**src/rtl/fetch_port_arb.sv**
```systemverilog
// fetch_port_arb: shares one single-port 1024x16 memory between instruction fetch and
// load/store accesses. A data request wins the port for one cycle and is acknowledged in
// the following cycle; otherwise the port streams instructions into a one-entry buffer.
//
// Ports:
//   clk, rst          clock; synchronous active-high reset
//   mem_addr          memory address (data address on a grant, otherwise pc)
//   mem_wdata         memory write data (always the store data)
//   _mem_read         memory read enable (read data is combinational)
//   _mem_write        memory write enable (write occurs on posedge clk)
//   mem_rdata         memory read data
//   instr, instr_pc   fetched instruction and its address (registered)
//   instr_valid       instr holds an unconsumed instruction
//   instr_ready       decoder consumes instr this cycle
//   redirect          taken branch/jump pulse; redirect_pc is the target
//   data_req          load/store request, held until data_ack
//   data_we           1 = store, 0 = load
//   data_addr         load/store address
//   data_wdata        store data
//   data_rdata        load result (registered)
//   data_ack          one-cycle completion pulse
module fetch_port_arb #(
   parameter logic [9:0] RESET_PC = 10'd0
) (
   input  logic        clk,
   input  logic        rst,
   output logic [9:0]  mem_addr,
   output logic [15:0] mem_wdata,
   output logic        _mem_read,
   output logic        _mem_write,
   input  logic [15:0] mem_rdata,
   output logic [15:0] instr,
   output logic [9:0]  instr_pc,
   output logic        instr_valid,
   input  logic        instr_ready,
   input  logic        redirect,
   input  logic [9:0]  redirect_pc,
   input  logic        data_req,
   input  logic        data_we,
   input  logic [9:0]  data_addr,
   input  logic [15:0] data_wdata,
   output logic [15:0] data_rdata,
   output logic        data_ack
);

   typedef enum logic [0:0] {StRun, StDack} state_e;

   state_e      state_q, state_d;
   logic [9:0]  pc_q, pc_d;
   logic [15:0] instr_q, instr_d;
   logic [9:0]  instr_pc_q, instr_pc_d;
   logic        instr_valid_q, instr_valid_d;
   logic [15:0] data_rdata_q, data_rdata_d;
   logic        grant;
   logic        fetch;

   always_comb begin
      // Reset gates both port users so nothing reads or writes while rst is high.
      grant = ~rst & (state_q == StRun) & data_req;
      fetch = ~rst & ~grant & ~redirect & (~instr_valid_q | instr_ready);

      state_d       = grant ? StDack : StRun;
      pc_d          = pc_q;
      instr_d       = instr_q;
      instr_pc_d    = instr_pc_q;
      instr_valid_d = instr_valid_q;
      data_rdata_d  = data_rdata_q;

      mem_addr   = grant ? data_addr : pc_q;
      mem_wdata  = data_wdata;
      _mem_read  = grant ? ~data_we : fetch;
      _mem_write = grant & data_we;

      if (grant && !data_we) begin
         data_rdata_d = mem_rdata;
      end

      if (redirect) begin
         // Flush wins over any consumption of the buffered instruction.
         pc_d          = redirect_pc;
         instr_valid_d = 1'b0;
      end else if (fetch) begin
         instr_d       = mem_rdata;
         instr_pc_d    = pc_q;
         instr_valid_d = 1'b1;
         pc_d          = pc_q + 10'd1;
      end else if (instr_valid_q && instr_ready) begin
         instr_valid_d = 1'b0;
      end
   end

   always_ff @(posedge clk) begin
      if (rst) begin
         state_q       <= StRun;
         pc_q          <= RESET_PC;
         instr_q       <= 16'd0;
         instr_pc_q    <= 10'd0;
         instr_valid_q <= 1'b0;
         data_rdata_q  <= 16'd0;
      end else begin
         state_q       <= state_d;
         pc_q          <= pc_d;
         instr_q       <= instr_d;
         instr_pc_q    <= instr_pc_d;
         instr_valid_q <= instr_valid_d;
         data_rdata_q  <= data_rdata_d;
      end
   end

   assign instr       = instr_q;
   assign instr_pc    = instr_pc_q;
   assign instr_valid = instr_valid_q;
   assign data_rdata  = data_rdata_q;
   assign data_ack    = (state_q == StDack);

endmodule

```
**config.mk**
```make
export PLATFORM = sky130hd
export DESIGN_NAME = fetch_port_arb
export DESIGN_NICKNAME = d
export VERILOG_FILES = /design/src/rtl/fetch_port_arb.sv
export SDC_FILE = /design/constraint.sdc
export NUM_CORES = 1
export LEC_CHECK = 0
export ABC_AREA = 1
export CAP_MARGIN = 20
export CORE_ASPECT_RATIO = 1.2
export CORE_MARGIN = 5
export CORE_UTILIZATION = 36
export CTS_CLUSTER_DIAMETER = 200
export DETAILED_ROUTE_END_ITERATION = 8
export GPL_ROUTABILITY_DRIVEN = 0
export PLACE_DENSITY = 0.74
export SETUP_SLACK_MARGIN = 0.02
export SYNTH_ARGS = -nofsm -noshare
export SYNTH_HDL_FRONTEND = slang
export SYNTH_SLANG_ARGS = --single-unit
```
**constraint.sdc**
```tcl
create_clock -name clk -period 1.56 [get_ports clk]
set_input_delay 0.468 -clock clk [delete_from_list [all_inputs] [get_ports clk]]
set_output_delay 0.468 -clock clk [all_outputs]
set_load 0.05 [all_outputs]
```
Word level (Yosys, flattened, before mapping)
Index checks and enable logic that the tools add are counted.
Operators by class
  add/sub/neg operators: 1
  multiplexer cells: 7
  bitwise gates (word level): 13
  reduce and logical (&&, ||, !) cells: 7
Operators with widths (count)
  10-bit two-way mux: 3
  10-bit by 1-bit adder with 10-bit output (second input constant): 1
  1-bit bitwise AND: 6
  1-bit inverter: 6
  1-bit two-way mux: 4
  2-bit nonzero test: 2
  1-bit logical AND: 2
  2-bit AND reduction: 1
  2-bit OR reduction: 1
  1-bit logical NOT: 1
  1-bit OR: 1
Storage, ports and cells
  flip-flop bits (word level): 54
  input bits: 58
  output and inout port bits: 72
  logic and storage cells: 34

Depth between registers and ports, before layout
Gate-level depths: netlist of run 1.
  depth after elaboration: 9
  mapped depth: 9
  mapped depth without buffers: 9

Least setup slack after synthesis of run 1
No wires, ideal clock.
  path type: reg2out
  from: register state_q (netlist: data_ack)
  to: output mem_addr[0]
  arrival time: 2263 ps
  data required time: 1092 ps
  slack: -1171 ps
  cell stages (with the launch flop): 6
  buffers on the path: 1
  cell sequence: dfxtp_1 -> inv_1 -> nand3_4 -> inv_2 -> buf_2 -> o21ai_0
Between the ends
  word-level cells in the longest chain between the ends: 4
Ends and longest elaborated chain
  start, declared: line 48  | state_e state_q, state_d;
  start signal, assigned: line 94  | state_q <= StRun;
  start signal, assigned: line 101  | state_q <= state_d;
  1-bit inverter: line 59  | grant = ~rst & (state_q == StRun) & data_req;
  1-bit bitwise AND (2 in series): line 59
  10-bit two-way mux: line 69  | mem_addr = grant ? data_addr : pc_q;
  end, declared: line 27  | output logic [9:0] mem_addr,
Every way passes these cells.

Final worst setup path of run 1
  from: register state_q (netlist: data_ack)
  to: output _mem_read
Between the ends
  word-level cells in the longest chain between the ends: 8
Ends and longest elaborated chain
  1-bit inverter *: line 59
  1-bit bitwise AND * (2 in series): line 59
  1-bit inverter: line 60  | fetch = ~rst & ~grant & ~redirect & (~instr_valid_q | instr_ready);
  1-bit bitwise AND (3 in series): line 60
  1-bit two-way mux *: line 71  | _mem_read = grant ? ~data_we : fetch;
  end, declared: line 29  | output logic _mem_read,
Every way passes the cells marked *; elsewhere a longest branch is shown, timed or not.

==> results of run 1 <==
## worst max-delay path by stage
stage	end	depth (start not counted)	slack [ns]
3_5_place_dp	mem_addr[5]	7	-0.62
3_3_place_gp	_mem_read	6	-0.59
6_report	_mem_read	5	-0.26
2_1_floorplan	mem_addr[0]	6	-0.20
5_1_grt	_mem_read	5	-0.32
4_1_cts	_mem_read	5	-0.29
## per-layer routing
metal | share of wire | global-route usage
met1 | 0.38 | 0.1974
met5 | 0 | 0
met3 | 0.075 | 0.06132
met4 | 0.017 | 0.05116
met2 | 0.53 | 0.3248
## registers in the layout (all words and copies together), names as in the netlist
register / count
instr_valid: 1
instr: 16
pc_q: 10
instr_pc: 10
data_ack: 1
data_rdata: 16
## power by group through the flow
stage	logic (mW)	clock network [mW]	registers, mW
6_report	1.08	0.933	1.51
3_5_place_dp	0.995	0	1.54
3_3_place_gp	0.981	0	1.54
4_1_cts	1.02	0.953	1.51
5_1_grt	1.13	1.02	1.52
2_1_floorplan	0.450	0	1.67
## critical path, cell delays in order (launching register included)
cell and delay (ns):
dfxtp_4 0.37, inv_4 0.06, nand3_4 0.13, buf_8 0.19, o21ai_4 0.15, buf_12 0.15
## final cells by class
type / instances / area (um^2)
Clock buffer: 5 / 68.82
Clock inverter: 3 / 40.04
Fill cell: 523 / 2175
Inverter: 21 / 108.9
Multi-Input combinational cell: 241 / 1310
Sequential cell: 54 / 1086
Tap cell: 87 / 108.9
Timing Repair Buffer: 127 / 1866
Timing Repair inverter: 1 / 8.758
## cells in the final DEF, fill, tap and decap left out, types with 2 or more instances in the layout
master,instances
a21oi_1,17
dfxtp_1,52
o21ai_0,19
nand3_1,13
buf_12,60
o21ai_4,6
buf_8,2
nor2_1,18
clkinv_2,2
clkbuf_16,2
buf_6,6
clkdlybuf4s50_1,36
nand2_2,18
nor2_4,2
nand3_4,2
dlygate4sd2_1,3
a21oi_2,16
inv_6,2
inv_4,2
o21ai_2,2
nand2_4,5
clkbuf_8,5
buf_4,16
nand2_1,114
inv_1,16
## logic make-up (layout without fill, tap and decap cells)
kind of cell / Yosys count / in the layout / share of synthesized area
fa+ha+maj: 1 / 1 / 0.005052
xor+xnor: 1 / 1 / 0.003538
buf+inv: 55 / 157 / 0.1299
flops: 54 / 54 / 0.4366
compound gates: 63 / 63 / 0.1309
simple gates: 176 / 176 / 0.2941
## timing repair
action,CTS,global route
gates resized for setup,27,45
gates cloned,1,2
setup buffers,6,3
setup endpoints to repair,48,31
pin swaps,3,11
## per-stage QoR
step / total power [mW] / hold WS [ns] / utilization
floorplan: 2.122 / 0.4661 / -
detailed placement: 2.538 / 0.4932 / 0.6170
CTS: 3.489 / 0.5075 / 0.6475
finish: 3.523 / 0.5073 / 0.6789
global route: 3.678 / 0.5249 / 0.6789
global placement: 2.520 / 0.4878 / 0.6170
==> flow_metrics.py, run 1 <==
metrics = {
    "global_routing": {
        "grt_max_degree": 33,
        "grt_pass1_wl_um": 12300,
        "antenna_found_initial": 0,
        "grt_overflow_total": 0,
        "first_global_vias": 2571,
        "gr-usage-all-layers": 0.1793,
    },
    "logic_synthesis": {
        "synth_commonest_cells": "138 x nand2_1, 54 x dfxtp_1, 32 x a21oi_1",
        "avgSynthCellArea_um2": 7.075,
        "synthCells": 350,
        "synth-edff-count": 0,
        "synthFlopType": "dfxtp_1",
        "yosysTopAreaCell": "dfxtp_1",
        "ys_seq_area_frac": 0.4366,
        "synth-async-reset-ratio": 0,
        "synthesis.nets": 409,
        "synth_area_um2": 2476,
        "synthTopCellsByArea": "dfxtp_1 44%, nand2_1 21%, a21oi_1 6.5%, o21ai_0 5.7%, buf_4 5.2%",
        "synth_seq_cells": 54,
        "synth-warning-count": 0,
        "netlist.area_leader.share": 0.4366,
        "synth.most_common_cell": "nand2_1",
        "ys_types": 22,
    },
    "pwr": {
        "combPwrFrac": 0.305,
        "switching_share": 0.3082,
        "switchingPower_mw": 1.086,
        "p_clk_frac": 0.265,
        "internal_power_mw": 2.437,
        "p_leak_nw": 1.819,
        "ir_drop_mv": 0.5020,
        "powerDensity_nw_per_um2": 766.4,
        "seqPwrFrac": 0.430,
    },
    "clock_tree": {
        "clockBufferDepth": 2,
        "htreeDepth": 2,
        "worstSkewPairLatency_ns": 0.31,
        "clock_sinks": 54,
        "ctsHoldBuffers": 0,
        "cts_buffers": 5,
        "cts.clk_slew.worst_paths_ns": 0.10,
        "cts_root_buf": "clkbuf_8",
        "cts_tree": "done",
    },
    "critical_path": {
        "critPathMaxFanout": 7,
        "crit_arrival_ns": 1.35,
        "crit-reg2reg-launch": "data_ack$_SDFF_PP0_",
        "reg2reg_slack_ns": -0.02,
        "rr_endpoint": "pc_q[8]$_SDFFE_PP0P_",
        "crit_type": "flip-flop to output pin",
        "required_ns": 1.09,
        "crit_path_end_kind": "output pin",
        "reg2reg_depth": 13,
        "crit_start": "data_ack$_SDFF_PP0_",
        "crit_path_start_kind": "flip-flop",
    },
    "floorplan": {
        "rows": 33,
        "pin_count": 130,
        "coreArea_um2": 6771,
        "dieArea_um2": 8644,
        "start_util": 0.3657,
        "die_w_um": 85.71,
        "die-height_um": 100.9,
    },
    "cells_and_area": {
        "layout.nets": 510,
        "fin_cells": 539,
        "final_area_um2": 4597,
        "layout-drive-gt1-share": 0.3518,
        "area_delta_synth_final_pct": 85.65,
        "n_antenna_cell": 0,
    },
    "drt": {
        "drt_first_pass_iters": 4,
        "drc": 0,
        "vias": 2612,
        "drt_iter0_drc": 138,
        "viasPerCell": 4.846,
        "wl_per_cell_um": 14.79,
        "totalWireLength_um": 7972,
        "ant_nets": 0,
    },
    "timing": {
        "rsz0062_at_grt": "true",
        "layout_min_cycle_time_ns": 1.822,
        "finalHoldViolCount": 0,
        "setup_slack_ns": -0.2617,
        "tightest_slew_ns": 0.4498,
        "fmax_ghz": 0.5490,
        "slew_violations": 0,
        "slew_headroom": 0.7001,
        "setup_viol": 15,
        "timing.final.crit_share": 1.168,
        "skew_ns": 0.008395,
        "fin_setup_tns_ns": -2.679,
    },
    "run_status": {
        "violations": "setup timing",
        "outcome": "complete, but fails checks",
    },
    "place": {
        "hpwl_um": 5748,
        "dpl-instance-area_um2": 4178,
        "port_buffers": 97,
        "pre_cts_ws_ns": -0.6226,
        "dpl.cell_count": 519,
    },
    "min_path": {
        "min_from": "instr_pc[7]$_SDFFE_PP0P_",
        "worstHoldEndpoint": "instr_pc[7]$_SDFFE_PP0P_",
        "whs_path_depth": 2,
        "min-delay-path-class": "flip-flop to flip-flop",
    },
    "run": {
        "drv_cap": 0,
    },
}
No activity file was read; power rests on OpenSTA's default activity.
==> run 2, diff against run 1 <==
--- a/config.mk
+++ b/config.mk
@@ -6,8 +6,7 @@
 export NUM_CORES = 1
 export LEC_CHECK = 0
 export ABC_AREA = 1
-export CAP_MARGIN = 20
-export CORE_ASPECT_RATIO = 1.2
+export CAP_MARGIN = 0
 export CORE_MARGIN = 5
 export CORE_UTILIZATION = 36
 export CTS_CLUSTER_DIAMETER = 200
@@ -15,6 +14,7 @@
 export GPL_ROUTABILITY_DRIVEN = 0
 export PLACE_DENSITY = 0.74
 export SETUP_SLACK_MARGIN = 0.02
+export SLEW_MARGIN = 20
 export SYNTH_ARGS = -nofsm -noshare
 export SYNTH_HDL_FRONTEND = slang
 export SYNTH_SLANG_ARGS = --single-unit
==> run 2 against run 1 <==
Net effect: the run still ends with setup timing left; register-to-register slack improved by 0.17 ns; via count fell by 2.2%; global-route usage fell by 0.17 points; sequential power barely moved; total power fell by 5.8%; clock power fell by 20%; count of clock-buffer cells in the layout did not move; first-iteration DRC count rose by 8.7%; cell count fell by 2.0%; sequential share of layout area rose by 0.68 points; wire length fell by 1.1%; critical endpoint is now mem_addr[3].
==> flow_metrics.py, run 2 (same netlist as run 1, synthesis figures left out) <==
metrics = {
    "critical_path": {
        "crit-reg2reg-launch": "data_ack$_SDFF_PP0_",
        "crit_type": "input pin to output pin",
        "crit_path_end_kind": "output pin",
        "reg2reg_slack_ns": 0.15,
        "critPathMaxFanout": 5,
        "required_ns": 1.09,
        "crit_path_start_kind": "input pin",
        "reg2reg_depth": 11,
        "rr_endpoint": "pc_q[3]$_SDFFE_PP0P_",
        "crit_arrival_ns": 1.36,
    },
    "cells_and_area": {
        "layout.area.seq_um2": 1086,
        "multi_input_area_um2": 1251,
        "mostFrequentLayoutCell": "nand2_1",
        "layout-drive-gt1-share": 0.2946,
        "n_antenna_cell": 0,
        "final_area_um2": 4468,
        "layout_common_cells": "121 x nand2_1, 60 x buf_12, 52 x dfxtp_1",
        "fin_cells": 528,
        "n_fill_cell": 539,
        "area_delta_synth_final_pct": 80.44,
        "layout.nets": 507,
    },
    "drt": {
        "totalWireLength_um": 7884,
        "wl_per_cell_um": 14.93,
        "viasPerCell": 4.837,
        "drt_first_pass_iters": 4,
        "ant_nets": 0,
        "drc": 0,
        "drt_iter0_drc": 150,
        "vias": 2554,
    },
    "place": {
        "hpwl_um": 5750,
        "port_buffers": 97,
        "dpl-instance-area_um2": 4164,
        "dpl.cell_count": 513,
    },
    "run_status": {
        "violations": "setup timing",
        "outcome": "complete, but fails checks",
    },
    "pwr": {
        "power_mw": 3.317,
        "ir_drop_mv": 0.4901,
        "p_clk_frac": 0.225,
        "internal_power_mw": 2.250,
        "switching_share": 0.3217,
        "p_leak_nw": 1.816,
        "combPwrFrac": 0.319,
        "switchingPower_mw": 1.067,
        "powerDensity_nw_per_um2": 742.5,
        "seqPwrFrac": 0.455,
    },
    "global_routing": {
        "antenna_found_initial": 0,
        "grt_max_degree": 33,
        "first_global_vias": 2470,
        "gr-usage-all-layers": 0.1776,
        "grt_use_met2": 0.3041,
        "grt_overflow_total": 0,
        "grt_pass1_wl_um": 12320,
        "grt.busiest_layer": "met2",
        "grt_use_met1": 0.2296,
        "use_met3": 0.03818,
    },
    "min_path": {
        "worstHoldEndpoint": "instr[15]$_SDFFE_PP0P_",
        "whs_path_depth": 2,
        "min_from": "instr[15]$_SDFFE_PP0P_",
        "min-delay-path-class": "flip-flop to flip-flop",
    },
    "floorplan": {
        "die-height_um": 92.94,
        "start_util": 0.3665,
        "pin_count": 130,
        "coreArea_um2": 6756,
        "die_w_um": 92.94,
        "rows": 30,
        "dieArea_um2": 8637,
    },
    "clock_tree": {
        "clockBufferDepth": 2,
        "htreeDepth": 2,
        "cts.clk_slew.worst_paths_ns": 0.09,
        "ctsHoldBuffers": 0,
        "worstSkewPairLatency_ns": 0.30,
        "cts_tree": "done",
        "cts_root_buf": "clkbuf_8",
        "cts_buffers": 5,
        "clock_sinks": 54,
    },
    "timing": {
        "tightest_slew_ns": 0.2648,
        "skew_ns": 0.003241,
        "timing.final.crit_share": 1.175,
        "holdWs_ns": 0.5062,
        "fin_setup_tns_ns": -2.752,
        "setup_slack_ns": -0.2723,
        "finalHoldViolCount": 0,
        "layout_min_cycle_time_ns": 1.832,
        "slew_headroom": 0.8232,
        "setup_viol": 12,
        "rsz0062_at_grt": "true",
        "slew_violations": 0,
        "fmax_ghz": 0.5458,
    },
    "run": {
        "drv_cap": 0,
    },
}
==> run 2: changes by cell type in the layout (fill, tap and decap cells not counted), sizes merged <==
| cell | previous run | this run |
|---|---|---|
| clkdlybuf4s15 | 0 | 1 |
| buf | 85 | 80 |
| bufinv | 1 | 0 |
| clkbuf | 8 | 6 |
| clkinv | 3 | 6 |
==> run 2: layer usage <==
metal | share of wire | vias up
li1 | - | 1282
met1 | 0.42 | 1181
met2 | 0.51 | 86
met3 | 0.063 | 5
met4 | 0.0057 | 0
met5 | 0 | -
==> run 2: how the worst max path moves through the flow <==
stage                     cells past startpoint                start           to
after floorplan                               6                  rst  mem_addr[0]
after global placement                        7                  rst  mem_addr[7]
after detailed placement                      7                  rst  mem_addr[4]
after CTS                                     5  data_ack$_SDFF_PP0_    _mem_read
after global routing                          6  data_ack$_SDFF_PP0_  mem_addr[0]
final                                         6             data_req  mem_addr[3]
==> run 2: timing repair <==
item,4_1_cts,5_1_grt
pin swaps,2,6
resized for setup,27,23
setup buffers,1,2
endpoints found under the setup margin,64,37
gates cloned,1,4
==> run 2: power groups by stage <==
stage | combinational [mW] | sequential [mW] | clock (mW)
3_5_place_dp | 0.997 | 1.54 | 0
2_1_floorplan | 0.450 | 1.67 | 0
5_1_grt | 1.11 | 1.52 | 0.811
4_1_cts | 1.01 | 1.51 | 0.761
6_report | 1.06 | 1.51 | 0.748
3_3_place_gp | 0.985 | 1.54 | 0
==> run 2: area by class of cell <==
cell class / instances / share of cell area
inverters: 21 / 0.02492
well taps: 80 / 0.02240
multi-input cells: 241 / 0.2800
flip-flops and latches: 54 / 0.2431
clock inverters: 2 / 0.002240
repair inverters: 4 / 0.01120
clock buffers: 5 / 0.01540
repair buffers: 121 / 0.4007
==> run 2: metrics by stage <==
stage,worst slack [ns],utilization
floorplan,-0.2009,-
global placement,-0.6484,0.6163
detailed placement,-0.6891,0.6163
CTS,-0.2912,0.6361
global route,-0.3181,0.6613
finish,-0.2723,0.6613
==> run 2: worst max-delay path, cell delays in order <==
cell and delay [ns]:
clkdlybuf4s15_2 0.21, nand3_4 0.13, buf_12 0.16, clkinv_8 0.08, o21ai_4 0.15, buf_12 0.15
==> run 3, diff against run 2 <==
--- a/config.mk
+++ b/config.mk
@@ -13,7 +13,7 @@
 export DETAILED_ROUTE_END_ITERATION = 8
 export GPL_ROUTABILITY_DRIVEN = 0
 export PLACE_DENSITY = 0.74
-export SETUP_SLACK_MARGIN = 0.02
+export SETUP_SLACK_MARGIN = 0.05
 export SLEW_MARGIN = 20
 export SYNTH_ARGS = -nofsm -noshare
 export SYNTH_HDL_FRONTEND = slang
==> run 3 against run 2 <==
Net effect: the run still ends with setup timing left; setup slack worse by 0.0033 ns; combinational power hardly changed; total power is 0.40% higher; via count hardly changed; critical path type unchanged; count of clock-buffer cells in the layout stayed put; first-iteration DRC count is 14% higher; critical path depth stayed put; largest power group unchanged; clock power hardly changed; wire length is 0.19% higher; non-clock buffer count is 5 higher.
==> flow_metrics.py, run 3 (same netlist as run 1, synthesis figures left out) <==
metrics = {
    "run_status": {
        "outcome": "complete, but fails checks",
        "violations": "setup timing",
    },
    "global_routing": {
        "grt_max_degree": 33,
        "antenna_found_initial": 0,
        "gr-usage-all-layers": 0.1847,
        "grt_pass1_wl_um": 12760,
        "first_global_vias": 2537,
        "grt_overflow_total": 0,
    },
    "pwr": {
        "ir_drop_mv": 0.4892,
        "p_leak_nw": 1.843,
        "power_mw": 3.331,
        "powerDensity_nw_per_um2": 737.0,
    },
    "drt": {
        "drc": 0,
        "drt_iter0_drc": 171,
        "viasPerCell": 4.805,
        "totalWireLength_um": 7899,
        "ant_nets": 0,
        "vias": 2556,
        "drt_first_pass_iters": 4,
        "wl_per_cell_um": 14.85,
    },
    "critical_path": {
        "critPathMaxFanout": 5,
        "crit_arrival_ns": 1.37,
        "cpPeakStageDelay_ns": 0.21,
        "crit_start": "data_req",
        "slowest_stage": "clkdlybuf4s15_2",
        "crit_type": "input pin to output pin",
        "path_buf_inv": 4,
        "crit_path_start_kind": "input pin",
        "crit-reg2reg-launch": "data_ack$_SDFF_PP0_",
        "crit_path_end_kind": "output pin",
        "crit_chain": "clkdlybuf4s15_2 -> nand3_4 -> buf_12 -> clkinv_8 -> o21ai_4 -> buf_12",
        "cp_common_cell": "buf_12",
        "path_delay_family": "buffers and inverters",
        "required_ns": 1.09,
    },
    "floorplan": {
        "coreArea_um2": 6756,
        "die_w_um": 92.94,
        "pin_count": 130,
        "rows": 30,
        "dieArea_um2": 8637,
        "start_util": 0.3665,
        "die-height_um": 92.94,
    },
    "timing": {
        "fmax_ghz": 0.5448,
        "finalHoldViolCount": 0,
        "setup_slack_ns": -0.2756,
        "setup_viol": 12,
        "rsz0062_at_grt": "true",
        "timing.final.crit_share": 1.177,
        "skew_ns": 0.008014,
        "slew_headroom": 0.8213,
        "layout_min_cycle_time_ns": 1.836,
        "tightest_slew_ns": 0.2677,
        "holdWs_ns": 0.5065,
        "slew_violations": 0,
    },
    "cells_and_area": {
        "layout.area.seq_um2": 1086,
        "n_antenna_cell": 0,
        "multi_input_area_um2": 1247,
        "final_core_util": 0.6689,
        "layout_common_cells": "121 x nand2_1, 62 x buf_12, 52 x dfxtp_1",
        "n_fill_cell": 530,
        "mostFrequentLayoutCell": "nand2_1",
        "area_delta_synth_final_pct": 82.52,
        "layout.nets": 511,
        "layout-drive-gt1-share": 0.2965,
        "final_area_um2": 4519,
    },
    "clock_tree": {
        "cts_buffers": 5,
        "cts_root_buf": "clkbuf_8",
        "worstSkewPairLatency_ns": 0.30,
        "ctsHoldBuffers": 0,
        "htreeDepth": 2,
        "cts.clk_slew.worst_paths_ns": 0.10,
        "cts_tree": "done",
        "clockBufferDepth": 2,
        "clock_sinks": 54,
    },
    "place": {
        "hpwl_um": 5750,
        "dpl-instance-area_um2": 4164,
        "port_buffers": 97,
    },
    "run": {
        "drv_cap": 0,
    },
    "min_path": {
        "min_from": "instr[15]$_SDFFE_PP0P_",
        "min-delay-path-class": "flip-flop to flip-flop",
    },
}
run 3: what timing repair did:
action	in CTS	in global routing
gates resized for setup	35	15
endpoints found under the setup margin	64	29
pin swaps	4	4
setup buffers	6	2
gates cloned	2	2
run 3: routing by layer:
| metal | wire, um | vias to the layer above | GRT usage |
|---|---|---|---|
| met2 | 3992 | 85 | 0.3203 |
| met1 | 3310 | 1174 | 0.2371 |
| met5 | 0 | - | 0 |
| met4 | 50 | 0 | 0.03663 |
| met3 | 546 | 7 | 0.03818 |
| li1 | - | 1290 | - |
run 3: layout make-up:
cell class                 count  share of cell area
clock buffer                   5             0.01523
clock inverter                 2            0.002215
inverter                      21             0.02353
multi-input combinational    241              0.2760
sequential                    54              0.2403
tap                           80             0.02215
timing repair buffer         126              0.4114
timing repair inverter         3            0.009136
run 3: worst paths after layout:
kind | slack, ns | to | depth (start not counted)
worst max-delay path | -0.28 | mem_addr[3] | 6
worst min-delay path | 0.51 | instr[15]$_SDFFE_PP0P_ | 2
worst max register to register | 0.08 | pc_q[9]$_SDFFE_PP0P_ | 10
worst min register to register | 0.51 | instr[15]$_SDFFE_PP0P_ | 2
run 3: worst reg2reg max path, stage by stage, from the launching register on:
cell and delay [ns]:
dfxtp_4 0.37, inv_4 0.04, nand2_1 0.13, nand3_4 0.11, buf_6 0.14, buf_6 0.12, inv_8 0.09, buf_12 0.12
buf_4 0.10, nand3_1 0.06, a21oi_1 0.14
run 3: stage by stage:
step,std cells,setup TNS (ns),setup WS (ns)
after global routing,532,-3.462,-0.3192
after global placement,513,-32.40,-0.6484
final,532,-2.764,-0.2756
after CTS,528,-3.049,-0.2912
after detailed placement,513,-34.96,-0.6891
after floorplan,350,-2.037,-0.2009
run 3: report_power, final:
part           internal, mW  switching (mW)  total, mW  leakage, nW
logic                 0.521           0.555       1.08         1.36
clock network         0.303           0.442      0.745       0.0438
registers              1.44          0.0688       1.51        0.442
total                  2.26            1.07       3.33         1.84
==> patch 1, RTL diff (config.mk and constraints of run 2) <==
Reset style: asynchronous (`rst`), changed in one clocked block. Comments in the files are not updated.
--- a/src/rtl/fetch_port_arb.sv
+++ b/src/rtl/fetch_port_arb.sv
@@ -90,5 +90,5 @@
    end
 
-   always_ff @(posedge clk) begin
+   always_ff @(posedge clk or posedge rst) begin
       if (rst) begin
          state_q       <= StRun;
Check against the original RTL: differs if rst is asserted again (counterexample within 4 cycles, from zero or initial values and one cycle with rst high); with rst held inactive, the same outputs for 10 cycles.
==> patch 1 against run 2 <==
  * The run still ends with negative setup slack left
  * Core utilization decreased by 0.56 points
  * Largest cell class unchanged
  * Critical path depth increased by 2
  * Synthesized area increased by 7.0%
  * Worst hold slack improved by 0.0094 ns
  * Die area increased by 6.2%
  * Cell area increased by 5.9%
  * Worst setup slack got worse by 0.14 ns
  * First-iteration DRC count decreased by 39%
  * Sequential cell count unchanged
  * Global-route usage decreased by 0.73 points
  * Routed wire length increased by 2.1%
Power is not compared: it rests on default switching activity, and its combinational part moved more than twofold at a synthesized area within 25%.
==> patch 1: results (changes against run 2) <==
<table>
<tr><th>Metric</th><th>Value</th></tr>
<tr><th colspan="2">Global routing</th></tr>
<tr><td>Global routing usage summed across all routing layers</td><td>17.0% (was 17.8%)</td></tr>
<tr><td>Maximum number of pins on one net before global-route repair</td><td>55 (was 33)</td></tr>
<tr><td>Via count of the first global-routing pass</td><td>2511 (was 2470)</td></tr>
<tr><td>Global-route wire length before repair</td><td>12100 µm (was 12300 µm)</td></tr>
<tr><th colspan="2">Layout</th></tr>
<tr><td>Count of placed standard cells in the final layout, fillers left out</td><td>536 (was 528)</td></tr>
<tr><td>Number of nets in the final layout</td><td>495 (was 507)</td></tr>
<tr><td>Fraction of final layout cells with drive strength greater than 1</td><td>32.7% (was 29.5%)</td></tr>
<tr><td>Fill cells</td><td>579 (was 539)</td></tr>
<tr><th colspan="2">Worst setup path</th></tr>
<tr><td>Internal reg-to-reg setup slack</td><td>0.06 ns (was 0.15 ns)</td></tr>
<tr><td>Biggest fanout along the worst timing path</td><td>3 (was 5)</td></tr>
<tr><td>Reg2reg start</td><td>data_ack (unchanged)</td></tr>
<tr><td>End of the worst register-to-register path</td><td>instr[3] (was pc_q[3])</td></tr>
<tr><td>Worst-case reg-to-reg path depth</td><td>10 (was 11)</td></tr>
<tr><td>Arrival time reported for the critical path endpoint</td><td>1.51 ns (was 1.36 ns)</td></tr>
<tr><th colspan="2">Timing</th></tr>
<tr><td>Final count of negative-setup-slack endpoints</td><td>12 (unchanged)</td></tr>
<tr><td>Max Clock Skew</td><td>0.0103 ns (was 0.00324 ns)</td></tr>
<tr><td>Setup slack of the critical path after layout</td><td>-0.417 ns (was -0.272 ns)</td></tr>
<tr><td>Worst slew margin relative to its limit</td><td>54.8% (was 82.3%)</td></tr>
<tr><th colspan="2">Hold path</th></tr>
<tr><td>End point of the worst hold path</td><td>pc_q[9] (was instr[15])</td></tr>
<tr><td>Startpoint of the tightest hold check path</td><td>pc_q[9] (was instr[15])</td></tr>
<tr><th colspan="2">Status</th></tr>
<tr><td>Violated checks</td><td>negative setup slack (unchanged)</td></tr>
<tr><td>Outcome</td><td>finished, violations left (unchanged)</td></tr>
<tr><th colspan="2">Detailed routing</th></tr>
<tr><td>First-iteration detailed-routing DRC count</td><td>92 (was 150)</td></tr>
<tr><th colspan="2">Synth</th></tr>
<tr><td>Primary FF master, synth</td><td>dfrtp_1 (was dfxtp_1)</td></tr>
<tr><td>Register area share after synthesis</td><td>51.0% (was 43.7%)</td></tr>
<tr><td>Top post-synthesis cells by count</td><td>nand2_1 (154), dfrtp_1 (54), nand3_1 (32) (was nand2_1 (138), dfxtp_1 (54), a21oi_1 (32))</td></tr>
<tr><td>Top cells by area, synth</td><td>dfrtp_1 (51%), nand2_1 (22%), nand3_1 (6.0%), buf_4 (5.1%), o21ai_2 (2.3%) (was dfxtp_1 (44%), nand2_1 (21%), a21oi_1 (6.5%), o21ai_0 (5.7%), buf_4 (5.2%))</td></tr>
<tr><td>Async S/R FF share, synth</td><td>100% (was 0%)</td></tr>
<tr><th colspan="2">Placed design</th></tr>
<tr><td>Cell count after placement</td><td>517 (was 513)</td></tr>
</table>
-- patch 1: routing by layer --
layer  track usage, %  part of all wire [%]  vias to the layer above  routed length, µm
li1                 -                     -                     1224                  -
met1             20.4                    39                     1191               3170
met2             30.6                    53                       84               4300
met3             3.05                   5.6                        9                453
met4             5.69                   1.6                        0                125
met5                0                     0                        -                  0
-- patch 1: worst max path at each step --
stage | cells past startpoint | endpoint | startpoint
after global placement | 8 | mem_addr[9] | rst
after CTS | 8 | mem_addr[3] | data_ack
after detailed placement | 8 | mem_addr[1] | rst
after floorplan | 6 | _mem_read | rst
final | 8 | _mem_read | data_ack
after global routing | 8 | mem_addr[1] | data_ack
-- patch 1: power breakdown --
part	internal, mW	leakage [nW]	switching (mW)
logic	1.28	1.56	1.43
registers	1.63	0.671	0.266
clock network	0.487	0.0587	0.476
-- patch 1: cell families (layout without fill, tap and decap cells) --
group | after synthesis | after routing | synth area share, %
AND/OR/NAND/NOR | 201 | 201 | 31.8
AO/OA/AOI/OAI | 22 | 22 | 5.34
adder cells (fa/ha/maj) | 1 | 1 | 0.472
flip-flops | 54 | 54 | 51.0
buffers and inverters | 48 | 157 | 10.8
XOR/XNOR | 2 | 2 | 0.661
-- patch 1: repair_timing --
action	in CTS	in global routing
setup buffers	9	1
endpoints found under the setup margin	49	47
gates cloned	1	3
gates resized for setup	26	9
pin swaps	5	4
-- patch 1: worst max-delay path, stage by stage, from the launching register on --
cell     delay [ns]
dfrtp_1        0.40
nor2_2         0.13
nand2_4        0.09
buf_4          0.15
nand3_4        0.10
nor2_8         0.06
inv_4          0.09
nand2_8        0.05
buf_8          0.14
-- patch 1: area by class of cell --
cell class | count | area [µm²] | share of cell area, %
Clock buffer | 5 | 68.8 | 1.45
Clock inverter | 3 | 47.5 | 1.01
Inverter | 19 | 86.3 | 1.82
Multi-Input combinational cell | 226 | 1170 | 24.8
Sequential cell | 54 | 1350 | 28.6
Tap cell | 99 | 124 | 2.62
Timing Repair Buffer | 130 | 1880 | 39.8
-- patch 1: through the flow --
stage | setup WS, ns | TNS [ns] | hold WS [ns]
2_1_floorplan | -0.844 | -20.38 | 0.471
3_3_place_gp | -0.646 | -42.03 | 0.488
3_5_place_dp | -0.682 | -43.56 | 0.490
4_1_cts | -0.459 | -5.01 | 0.516
5_1_grt | -0.479 | -5.43 | 0.559
6_report | -0.417 | -4.60 | 0.516
==> patch 2, RTL diff (settings of run 2) <==
Made on the original files. `instr_q`, `instr_pc_q` and `data_rdata_q` no longer have a reset.
--- a/src/rtl/fetch_port_arb.sv
+++ b/src/rtl/fetch_port_arb.sv
@@ -94,16 +94,16 @@
          state_q       <= StRun;
          pc_q          <= RESET_PC;
-         instr_q       <= 16'd0;
-         instr_pc_q    <= 10'd0;
          instr_valid_q <= 1'b0;
-         data_rdata_q  <= 16'd0;
       end else begin
          state_q       <= state_d;
          pc_q          <= pc_d;
-         instr_q       <= instr_d;
-         instr_pc_q    <= instr_pc_d;
          instr_valid_q <= instr_valid_d;
-         data_rdata_q  <= data_rdata_d;
       end
+   end
+
+   always_ff @(posedge clk) begin
+      instr_q      <= instr_d;
+      instr_pc_q   <= instr_pc_d;
+      data_rdata_q <= data_rdata_d;
    end
 
Behaviour: differs if rst is asserted again (counterexample within 4 cycles, from zero or initial values and one cycle with rst high); with rst held inactive, the same outputs for 10 cycles.
==> patch 2 against run 2 <==
  * The run still ends with negative setup slack left
  * Synthesized area down 7.1%
  * Register-to-register slack worse by 0.05 ns
  * Worst hold slack better by 0.0073 ns
  * Critical endpoint is now mem_addr[4]
  * Cell area down 0.39%
  * Total power up 6.2%
  * Count of clock-buffer cells in the layout up 1
  * Sequential cell count unchanged
  * Largest power group unchanged
  * Routed wire length down 16%
  * Core utilization up 4.8 points
  * Worst setup slack worse by 0.10 ns
  * Largest cell class unchanged
==> patch 2: results (changes against run 2) <==
<table>
<tr><th>Metric</th><th>Value</th></tr>
<tr><th colspan="2">Status</th></tr>
<tr><td>Outcome</td><td>finished, violations left (unchanged)</td></tr>
<tr><td>Violated checks</td><td>negative setup slack (unchanged)</td></tr>
<tr><th colspan="2">Power</th></tr>
<tr><td>P_leak</td><td>1.82 nW (about the same)</td></tr>
<tr><td>Power spent charging and discharging nets</td><td>0.965 mW (was 1.07 mW)</td></tr>
<tr><td>Peak supply drop</td><td>0.000608 V (was 0.000490 V)</td></tr>
<tr><td>Clock network power consumption</td><td>0.917 mW (was 0.748 mW)</td></tr>
<tr><th colspan="2">Synth</th></tr>
<tr><td>Mean Syn Cell Area</td><td>10.8 µm² (was 7.07 µm²)</td></tr>
<tr><td>Primary FF master, synth</td><td>edfxtp_1 (was dfxtp_1)</td></tr>
<tr><td>Number of enable-type register cells in the synthesized netlist</td><td>42 (was 0)</td></tr>
<tr><td>Synth cell types</td><td>23 (was 22)</td></tr>
<tr><th colspan="2">Detailed routing</th></tr>
<tr><td>Wire length on met3</td><td>580 µm (was 499 µm)</td></tr>
<tr><td>Total number of vias</td><td>1865 (was 2554)</td></tr>
<tr><th colspan="2">Worst setup path</th></tr>
<tr><td>Biggest fanout along the worst timing path</td><td>8 (was 5)</td></tr>
<tr><td>Peak per-stage delay on the critical path</td><td>0.36 ns (was 0.21 ns)</td></tr>
<tr><th colspan="2">Layout</th></tr>
<tr><td>Fraction of final layout cells with drive strength greater than 1</td><td>40.9% (was 29.5%)</td></tr>
<tr><td>Buffer count excluding the clock tree in the final layout</td><td>123 (was 121)</td></tr>
<tr><td>Fraction of area in clock buffers and inverters</td><td>2.47% (was 1.76%)</td></tr>
<tr><td>Multi-input gate share of the layout cell area</td><td>18.4% (was 28.0%)</td></tr>
<tr><td>Number of multi-input logic gates</td><td>117 (was 241)</td></tr>
<tr><td>Sequential Area</td><td>1510 µm² (was 1090 µm²)</td></tr>
<tr><td>Clock Buffer Count</td><td>6 (was 5)</td></tr>
<tr><th colspan="2">Placed design</th></tr>
<tr><td>Worst slack at placement</td><td>-0.661 ns (was -0.689 ns)</td></tr>
<tr><td>Cell count after placement</td><td>388 (was 513)</td></tr>
<tr><th colspan="2">Timing</th></tr>
<tr><td>Final count of negative-setup-slack endpoints</td><td>12 (unchanged)</td></tr>
<tr><td>Setup slack of the critical path after layout</td><td>-0.374 ns (was -0.272 ns)</td></tr>
</table>
==> patch 2: cell count changes after synthesis, moves of 8 or more <==
cell	before	now
nand2_1	138	53
dfxtp_1	54	12
edfxtp_1	0	42
o21ai_0	28	1
a21oi_1	32	9
buf_2	9	1
o21ai_1	0	8
==> patch 2: stage by stage <==
step,setup TNS (ns),area (µm²),power [mW],hold WS [ns]
floorplan,-0.354,2510,2.21,0.409
detailed placement,-34.19,4150,2.57,0.474
CTS,-4.42,4390,3.51,0.498
global route,-5.18,4450,3.66,0.532
global placement,-32.79,4150,2.56,0.463
finish,-4.24,4450,3.52,0.513
==> patch 2: path summary, 6_finish.rpt <==
| check | from | to | slack [ns] | cells after the start |
|---|---|---|---|---|
| hold reg to reg | pc_q[9] | instr_pc[9] | 0.51 | 0 |
| setup / recovery | data_ack | mem_addr[4] | -0.37 | 8 |
| setup reg to reg | data_ack | data_rdata[0] | 0.10 | 8 |
| hold / removal | pc_q[9] | instr_pc[9] | 0.51 | 0 |
